===== config.mk =====
export PLATFORM = sky130hd
export DESIGN_NAME = cmd_parser_mp
export DESIGN_NICKNAME = d
export VERILOG_FILES = /design/src/rtl/cmd_parser_mp.sv
export SDC_FILE = /design/constraint.sdc
export NUM_CORES = 1
export LEC_CHECK = 0
export ABC_AREA = 1
export BUFFER_PORTS_ARGS = -buffer_cell sky130_fd_sc_hd__buf_2
export CAP_MARGIN = 5
export CORE_UTILIZATION = 45
export CTS_BUF_LIST = sky130_fd_sc_hd__clkbuf_2 sky130_fd_sc_hd__clkbuf_4 sky130_fd_sc_hd__clkbuf_8
export DETAILED_ROUTE_END_ITERATION = 16
export GPL_TIMING_DRIVEN = 1
export PLACE_DENSITY = 0.7
export SLEW_MARGIN = 20
export SYNTH_ARGS = -nofsm -noshare
export SYNTH_HDL_FRONTEND = slang
export SYNTH_SLANG_ARGS = --single-unit

===== constraint.sdc =====
create_clock -name clk -period 3.45 [get_ports clk]
set_input_delay 0.1725 -clock clk [delete_from_list [all_inputs] [get_ports clk]]
set_output_delay 0.1725 -clock clk [all_outputs]
set_load 0.1 [all_outputs]

===== src/rtl/cmd_parser_mp.sv =====
// UART command parser for the md5 match engine: SET/PROC/RET/STATUS.
// Optional inter-byte receive timeout when CMD_TIMEOUT_EN is defined.
module cmd_parser_mp #(
  parameter int          NUM_LEDS       = 8,
  parameter int          HASH_BYTES     = 16,
  parameter int          LEN_BYTES      = 2,
  parameter int          MATCH_LEN      = 20,
  parameter int          TIMEOUT_CYCLES = 1000000,
  parameter logic [3:0]  VERSION        = 4'h2,
  localparam int         HW             = 8 * HASH_BYTES,
  localparam int         LW             = 8 * LEN_BYTES
) (
  input  logic                clk,
  input  logic                reset_n,
  input  logic [7:0]          rxd_data,
  input  logic                rxd_data_ready,
  input  logic                txd_busy,
  output logic                txd_start,
  output logic [7:0]          txd_data,
  input  logic                proc_done,
  input  logic                proc_match,
  input  logic [LW-1:0]       proc_byte_pos,
  input  logic [7:0]          proc_match_char,
  output logic                proc_start,
  output logic [LW-1:0]       proc_num_bytes,
  output logic [7:0]          proc_data,
  output logic                proc_data_valid,
  output logic                proc_match_char_next,
  output logic [HW-1:0]       proc_target_hash,
  output logic                cmd_error,
  output logic [NUM_LEDS-1:0] led
);

  localparam int IW = 16;

  typedef enum logic [3:0] {
    IDLE, SET_HASH, PROC_LEN, PROC_DATA, PROC_WAIT,
    RET_POS, RET_STR, STATUS, ACK, NACK
  } state_t;

  state_t        state_q, state_d;
  logic [IW-1:0] idx_q, idx_d;
  logic [LW-1:0] cnt_q, cnt_d;
  logic [LW-1:0] len_q, len_d;
  logic [LW-1:0] pos_q, pos_d;
  logic [HW-1:0] shadow_q, shadow_d;
  logic [HW-1:0] hash_q, hash_d;
  logic          loaded_q, loaded_d;
  logic          last_match_q, last_match_d;
  logic          pstart_q, pstart_d;
  logic [7:0]    pdata_q, pdata_d;
  logic          pvalid_q, pvalid_d;
  logic          err_q, err_d;
  logic          start_prev_q;
  logic [7:0]    txd_data_q;
  logic [7:0]    tx_byte;
  logic          tmo_hit;
  logic          rx_state;
  logic [31:0]   led_full;

  assign rx_state = (state_q == SET_HASH) || (state_q == PROC_LEN) ||
                    (state_q == PROC_DATA);

`ifdef CMD_TIMEOUT_EN
  localparam int TW = $clog2(TIMEOUT_CYCLES + 1);
  logic [TW-1:0] tmo_q, tmo_d;

  always_comb begin
    tmo_d   = '0;
    tmo_hit = 1'b0;
    if (rx_state && !rxd_data_ready) begin
      if (tmo_q == TW'(TIMEOUT_CYCLES - 1)) tmo_hit = 1'b1;
      else                                   tmo_d   = tmo_q + 1'b1;
    end
  end

  always_ff @(posedge clk or negedge reset_n) begin
    if (!reset_n) tmo_q <= '0;
    else          tmo_q <= tmo_d;
  end
`else
  logic unused_tmo;
  assign unused_tmo = ^TIMEOUT_CYCLES;
  assign tmo_hit    = 1'b0;
`endif

  always_ff @(posedge clk or negedge reset_n) begin
    if (!reset_n) begin
      state_q      <= IDLE;
      idx_q        <= '0;
      cnt_q        <= '0;
      len_q        <= '0;
      pos_q        <= '0;
      shadow_q     <= '0;
      hash_q       <= '0;
      loaded_q     <= 1'b0;
      last_match_q <= 1'b0;
      pstart_q     <= 1'b0;
      pdata_q      <= '0;
      pvalid_q     <= 1'b0;
      err_q        <= 1'b0;
      start_prev_q <= 1'b0;
      txd_data_q   <= '0;
    end else begin
      state_q      <= state_d;
      idx_q        <= idx_d;
      cnt_q        <= cnt_d;
      len_q        <= len_d;
      pos_q        <= pos_d;
      shadow_q     <= shadow_d;
      hash_q       <= hash_d;
      loaded_q     <= loaded_d;
      last_match_q <= last_match_d;
      pstart_q     <= pstart_d;
      pdata_q      <= pdata_d;
      pvalid_q     <= pvalid_d;
      err_q        <= err_d;
      start_prev_q <= txd_start;
      txd_data_q   <= txd_data;
    end
  end

  always_comb begin
    state_d      = state_q;
    idx_d        = idx_q;
    cnt_d        = cnt_q;
    len_d        = len_q;
    pos_d        = pos_q;
    shadow_d     = shadow_q;
    hash_d       = hash_q;
    loaded_d     = loaded_q;
    last_match_d = last_match_q;
    pstart_d     = 1'b0;
    pdata_d      = pdata_q;
    pvalid_d     = 1'b0;
    err_d        = 1'b0;
    unique case (state_q)
      IDLE: begin
        if (rxd_data_ready) begin
          idx_d = '0;
          cnt_d = '0;
          unique case (rxd_data)
            8'h01: begin
              state_d  = SET_HASH;
              shadow_d = '0;
            end
            8'h02: state_d = PROC_LEN;
            8'h03: begin
              state_d = RET_POS;
              pos_d   = proc_byte_pos;
            end
            8'h04: state_d = STATUS;
            default: begin
              state_d = NACK;
              err_d   = 1'b1;
            end
          endcase
        end
      end
      SET_HASH: begin
        if (tmo_hit) begin
          state_d  = NACK;
          err_d    = 1'b1;
          shadow_d = '0;
        end else if (rxd_data_ready) begin
          shadow_d = (shadow_q << 8) | HW'(rxd_data);
          idx_d    = idx_q + 1'b1;
          // commit the whole hash in one cycle, never a partial one
          if (idx_q == IW'(HASH_BYTES - 1)) begin
            hash_d   = shadow_d;
            loaded_d = 1'b1;
            state_d  = ACK;
          end
        end
      end
      PROC_LEN: begin
        if (tmo_hit) begin
          state_d = NACK;
          err_d   = 1'b1;
        end else if (rxd_data_ready) begin
          len_d = (len_q << 8) | LW'(rxd_data);
          idx_d = idx_q + 1'b1;
          if (idx_q == IW'(LEN_BYTES - 1)) begin
            if (len_d == '0) begin
              state_d = NACK;
            end else begin
              state_d  = PROC_DATA;
              pstart_d = 1'b1;
            end
          end
        end
      end
      PROC_DATA: begin
        if (tmo_hit) begin
          state_d = NACK;
          err_d   = 1'b1;
        end else if (rxd_data_ready) begin
          pdata_d  = rxd_data;
          pvalid_d = 1'b1;
          cnt_d    = cnt_q + 1'b1;
          if (cnt_q == len_q - LW'(1)) state_d = PROC_WAIT;
        end
      end
      PROC_WAIT: begin
        if (proc_done) begin
          last_match_d = proc_match;
          state_d      = proc_match ? ACK : NACK;
        end
      end
      RET_POS: begin
        if (txd_start) begin
          pos_d = pos_q << 8;
          idx_d = idx_q + 1'b1;
          if (idx_q == IW'(LEN_BYTES - 1)) begin
            state_d = RET_STR;
            idx_d   = '0;
          end
        end
      end
      RET_STR: begin
        if (txd_start) begin
          idx_d = idx_q + 1'b1;
          if (idx_q == IW'(MATCH_LEN - 1)) state_d = IDLE;
        end
      end
      STATUS, ACK, NACK: begin
        if (txd_start) state_d = IDLE;
      end
      default: state_d = IDLE;
    endcase
  end

  always_comb begin
    unique case (state_q)
      RET_POS: tx_byte = pos_q[LW-1 -: 8];
      RET_STR: tx_byte = proc_match_char;
      STATUS:  tx_byte = {VERSION, last_match_q, loaded_q, 2'b00};
      ACK:     tx_byte = 8'h01;
      default: tx_byte = 8'h00;
    endcase
    // uart busy rises one cycle late, so back-to-back pulses are blocked
    txd_start = (state_q == RET_POS || state_q == RET_STR ||
                 state_q == STATUS  || state_q == ACK ||
                 state_q == NACK) && !txd_busy && !start_prev_q;
    txd_data  = txd_start ? tx_byte : txd_data_q;
    proc_match_char_next = txd_start && (state_q == RET_STR);
    led_full  = 32'(state_q);
    led       = led_full[NUM_LEDS-1:0];
  end

  assign proc_start       = pstart_q;
  assign proc_num_bytes   = len_q;
  assign proc_data        = pdata_q;
  assign proc_data_valid  = pvalid_q;
  assign proc_target_hash = hash_q;
  assign cmd_error        = err_q;

endmodule


==> impl_metrics.yaml <==
critical_path:
  path_class: "reg2out"
  cp_data_arrival_time_ps: 2850
  critPathMaxFanout: 24
  cp-end-kind: "output pin"
  cp.required_ps: 3280
  critPathLaunchType: "flip-flop"
clock_tree:
  clkTransAtPathRegs_ps: 50
  numClockSinks: 338
  h-tree-depth: 2
  clock_path_buffers: 3
  cts_setup_buffers: 0
  cts-root-buf: "clkbuf_8"
  clkLatencyLatePin_ps: 620
  tritoncts: "yes"
  cts_buffers: 56
place:
  port_buffers: 206
  hpwl_mm: 22.9
  dp.cells: 2156
  preCtsSetupSlack_ps: 931
  gp_congestion: 0.908
floorplanning:
  coreArea_sq_um: 31600
  die_w_um: 182
  dieArea_sq_um: 33000
  fp.dieH_um: 182
  pin_count: 211
  std_cell_rows: 65
  initial_core_util: 0.459
logic_synthesis:
  synth_cell_types: 46
  synthesis.area_sq_um: 14500
  synth.most_common_cell: "dfrtp_1"
  synth-seq-cells: 338
  yosys_warnings: 0
  synth_top_cell_area_share: 0.583
  synth_edf_count: 0
  synth_common_cells: "dfrtp_1, nand2_1, inv_1"
  yosys-top-cells-area: "dfrtp_1, nand2_1, o21ai_0, nand3_1, inv_1"
  synthesis.instances: 1614
  avgSynthCellArea_sq_um: 8.99
  synth_top_area_cell: "dfrtp_1"
  synth_ff_type: "dfrtp_1"
  async_flop_share: 1.00
  ys_seq_area_frac: 0.583
global_route:
  grt_max_degree: 164
  gr-total-overflow: 0
  grt_pass1_wl_mm: 58.4
  grt_pass1_vias: 11500
  grt_use_total: 0.218
  antenna_found_initial: 0
route:
  first_pass_iters: 5
  wire_per_inst_um: 15.4
  drt_iter0_drc: 823
  vias: 11600
  wirelength_mm: 35.2
  drc: 0
  ant_nets: 0
  viasPerCell: 5.04
finish:
  syn2layout_area_growth_pct: 19.7
  fin_cells: 2292
  diodes: 0
  layout.nets: 1890
  nFillCells: 2786
  final_layout_size_suffix_gt1_frac: 0.187
timing:
  relSlewSlack: 0.370
  fin_ws_ps: 423
  finalSetupViolations: 0
  period_minus_slack_ps: 3030
  rsz0062_at_grt: "no"
  fin_skew_ps: 30.9
  timing.fmax_mhz: 330
  setup_tns_ps: 0
  drv_slew: 0
  final.period_utilization: 0.877
  final_hold_viol_count: 0
  worst-slew-pin-transition_ps: 945
power:
  irDropWorstVdd_mv: 0.376
  finalPower_mw: 12.4
  p_leak_nw: 8.62
  power.density_nw_per_um2: 713
run_status:
  status: "finished, final reports clean"
hold_path:
  hp-class: "in2reg"
run:
  cap_violations: 0
## cell families after synthesis
kind of cell | after synthesis | share of synthesized area
xor gates and xnor gates | 25 | 0.0151
AOI/OAI and AO/OA | 354 | 0.125
and+or+nand+nor | 590 | 0.181
buffers and inverters | 299 | 0.0899
DFF | 338 | 0.583
adders and majority gates | 4 | 0.00345
other | 1 | 0.000258
muxes | 3 | 0.00233
## where the power goes
part | internal [mW] | total [mW] | switching, mW
registers | 4.68 | 5.13 | 0.457
logic | 0.925 | 3.57 | 2.64
clock network | 2.07 | 3.68 | 1.60
## placed cells by master, fill, tap and decap left out, types with 4 or more instances in the layout
| master | synthesis | layout |
|---|---|---|
| buf_4 | 5 | 8 |
| nor2_1 | 66 | 66 |
| buf_2 | 35 | 205 |
| ha_1 | 4 | 4 |
| clkbuf_8 | 0 | 69 |
| clkbuf_4 | 0 | 25 |
| xor2_1 | 14 | 14 |
| nand4_1 | 14 | 14 |
| nor2_2 | 4 | 4 |
| xnor2_1 | 11 | 11 |
| nand2_1 | 299 | 299 |
| o211ai_1 | 6 | 6 |
| buf_12 | 0 | 8 |
| dlygate4sd3_1 | 0 | 36 |
| a21oi_1 | 29 | 29 |
| nor4_1 | 5 | 5 |
| o21ai_0 | 203 | 200 |
| inv_1 | 210 | 210 |
| o21ai_1 | 106 | 106 |
| nand3b_1 | 7 | 7 |
| nand2_2 | 5 | 5 |
| dfrtp_1 | 338 | 338 |
| conb_1 | 1 | 4 |
| nand3_1 | 160 | 160 |
| nor3_1 | 15 | 15 |
## what timing repair did
action,4_1_cts,5_1_grt
endpoints found under the hold margin,166,0
gates resized for setup,0,0
hold buffers,36,0
endpoints found under the setup margin,0,0
## worst max-delay path: stages (launching register included)
cell and delay [ps]:
dfrtp_1 430, nor2_1 230, inv_1 120, nor2_2 100, buf_4 250, inv_1 270
o21ai_0 250, nand2_1 70, nand2_1 90, buf_2 430
## sequential cells by signal, indices dropped and copies added (netlist names)
signal,flops
proc_target_hash,128
proc_data_valid,1
state_q,4
shadow_q,120
start_prev_q,1
last_match_q,1
proc_start,1
cmd_error,1
pos_q,16
loaded_q,1
txd_data_q,8
proc_num_bytes,16
cnt_q,16
proc_data,8
idx_q,16
## area by class of cell
| class | instances | area (sq um) | area share |
|---|---|---|---|
| Multi-Input combinational cell | 980 | 4790 | 0.276 |
| Clock inverter | 6 | 55.1 | 0.00317 |
| Clock buffer | 94 | 1140 | 0.0655 |
| Inverter | 214 | 806 | 0.0464 |
| Tap cell | 402 | 503 | 0.0290 |
| Timing Repair Buffer | 258 | 1620 | 0.0933 |
| Sequential cell | 338 | 8460 | 0.487 |
## stage by stage
stage	util	instance area [sq um]	hold slack, ps
after floorplan	-	14500	-123
after global placement	0.500	15800	338
after detailed placement	0.500	15800	343
after CTS	0.549	17400	143
after global routing	0.549	17400	234
final	0.549	17400	176
## per-layer routing
metal | part of all wire | global-route usage
met1 | 0.46 | 0.298
met2 | 0.45 | 0.339
met3 | 0.066 | 0.0546
met4 | 0.023 | 0.0705
met5 | 0 | 0
## path summary, 6_finish.rpt
path | to | slack, ps | startpoint | depth (start not counted)
max | txd_data[4] | 420 | state_q[3]$_DFFE_PN0P_ | 9
min | state_q[3]$_DFFE_PN0P_ | 180 | proc_done | 7
max reg2reg | idx_q[10]$_DFFE_PN0P_ | 880 | state_q[0]$_DFFE_PN0P_ | 13
min reg2reg | loaded_q$_DFFE_PN0P_ | 470 | loaded_q$_DFFE_PN0P_ | 2
max in group asynchronous | shadow_q[65]$_DFFE_PN0P_ | 2270 | reset_n | 3
min in group asynchronous | proc_num_bytes[12]$_DFFE_PN0P_ | 220 | reset_n | 2
Power figures use the tool's default switching activity.
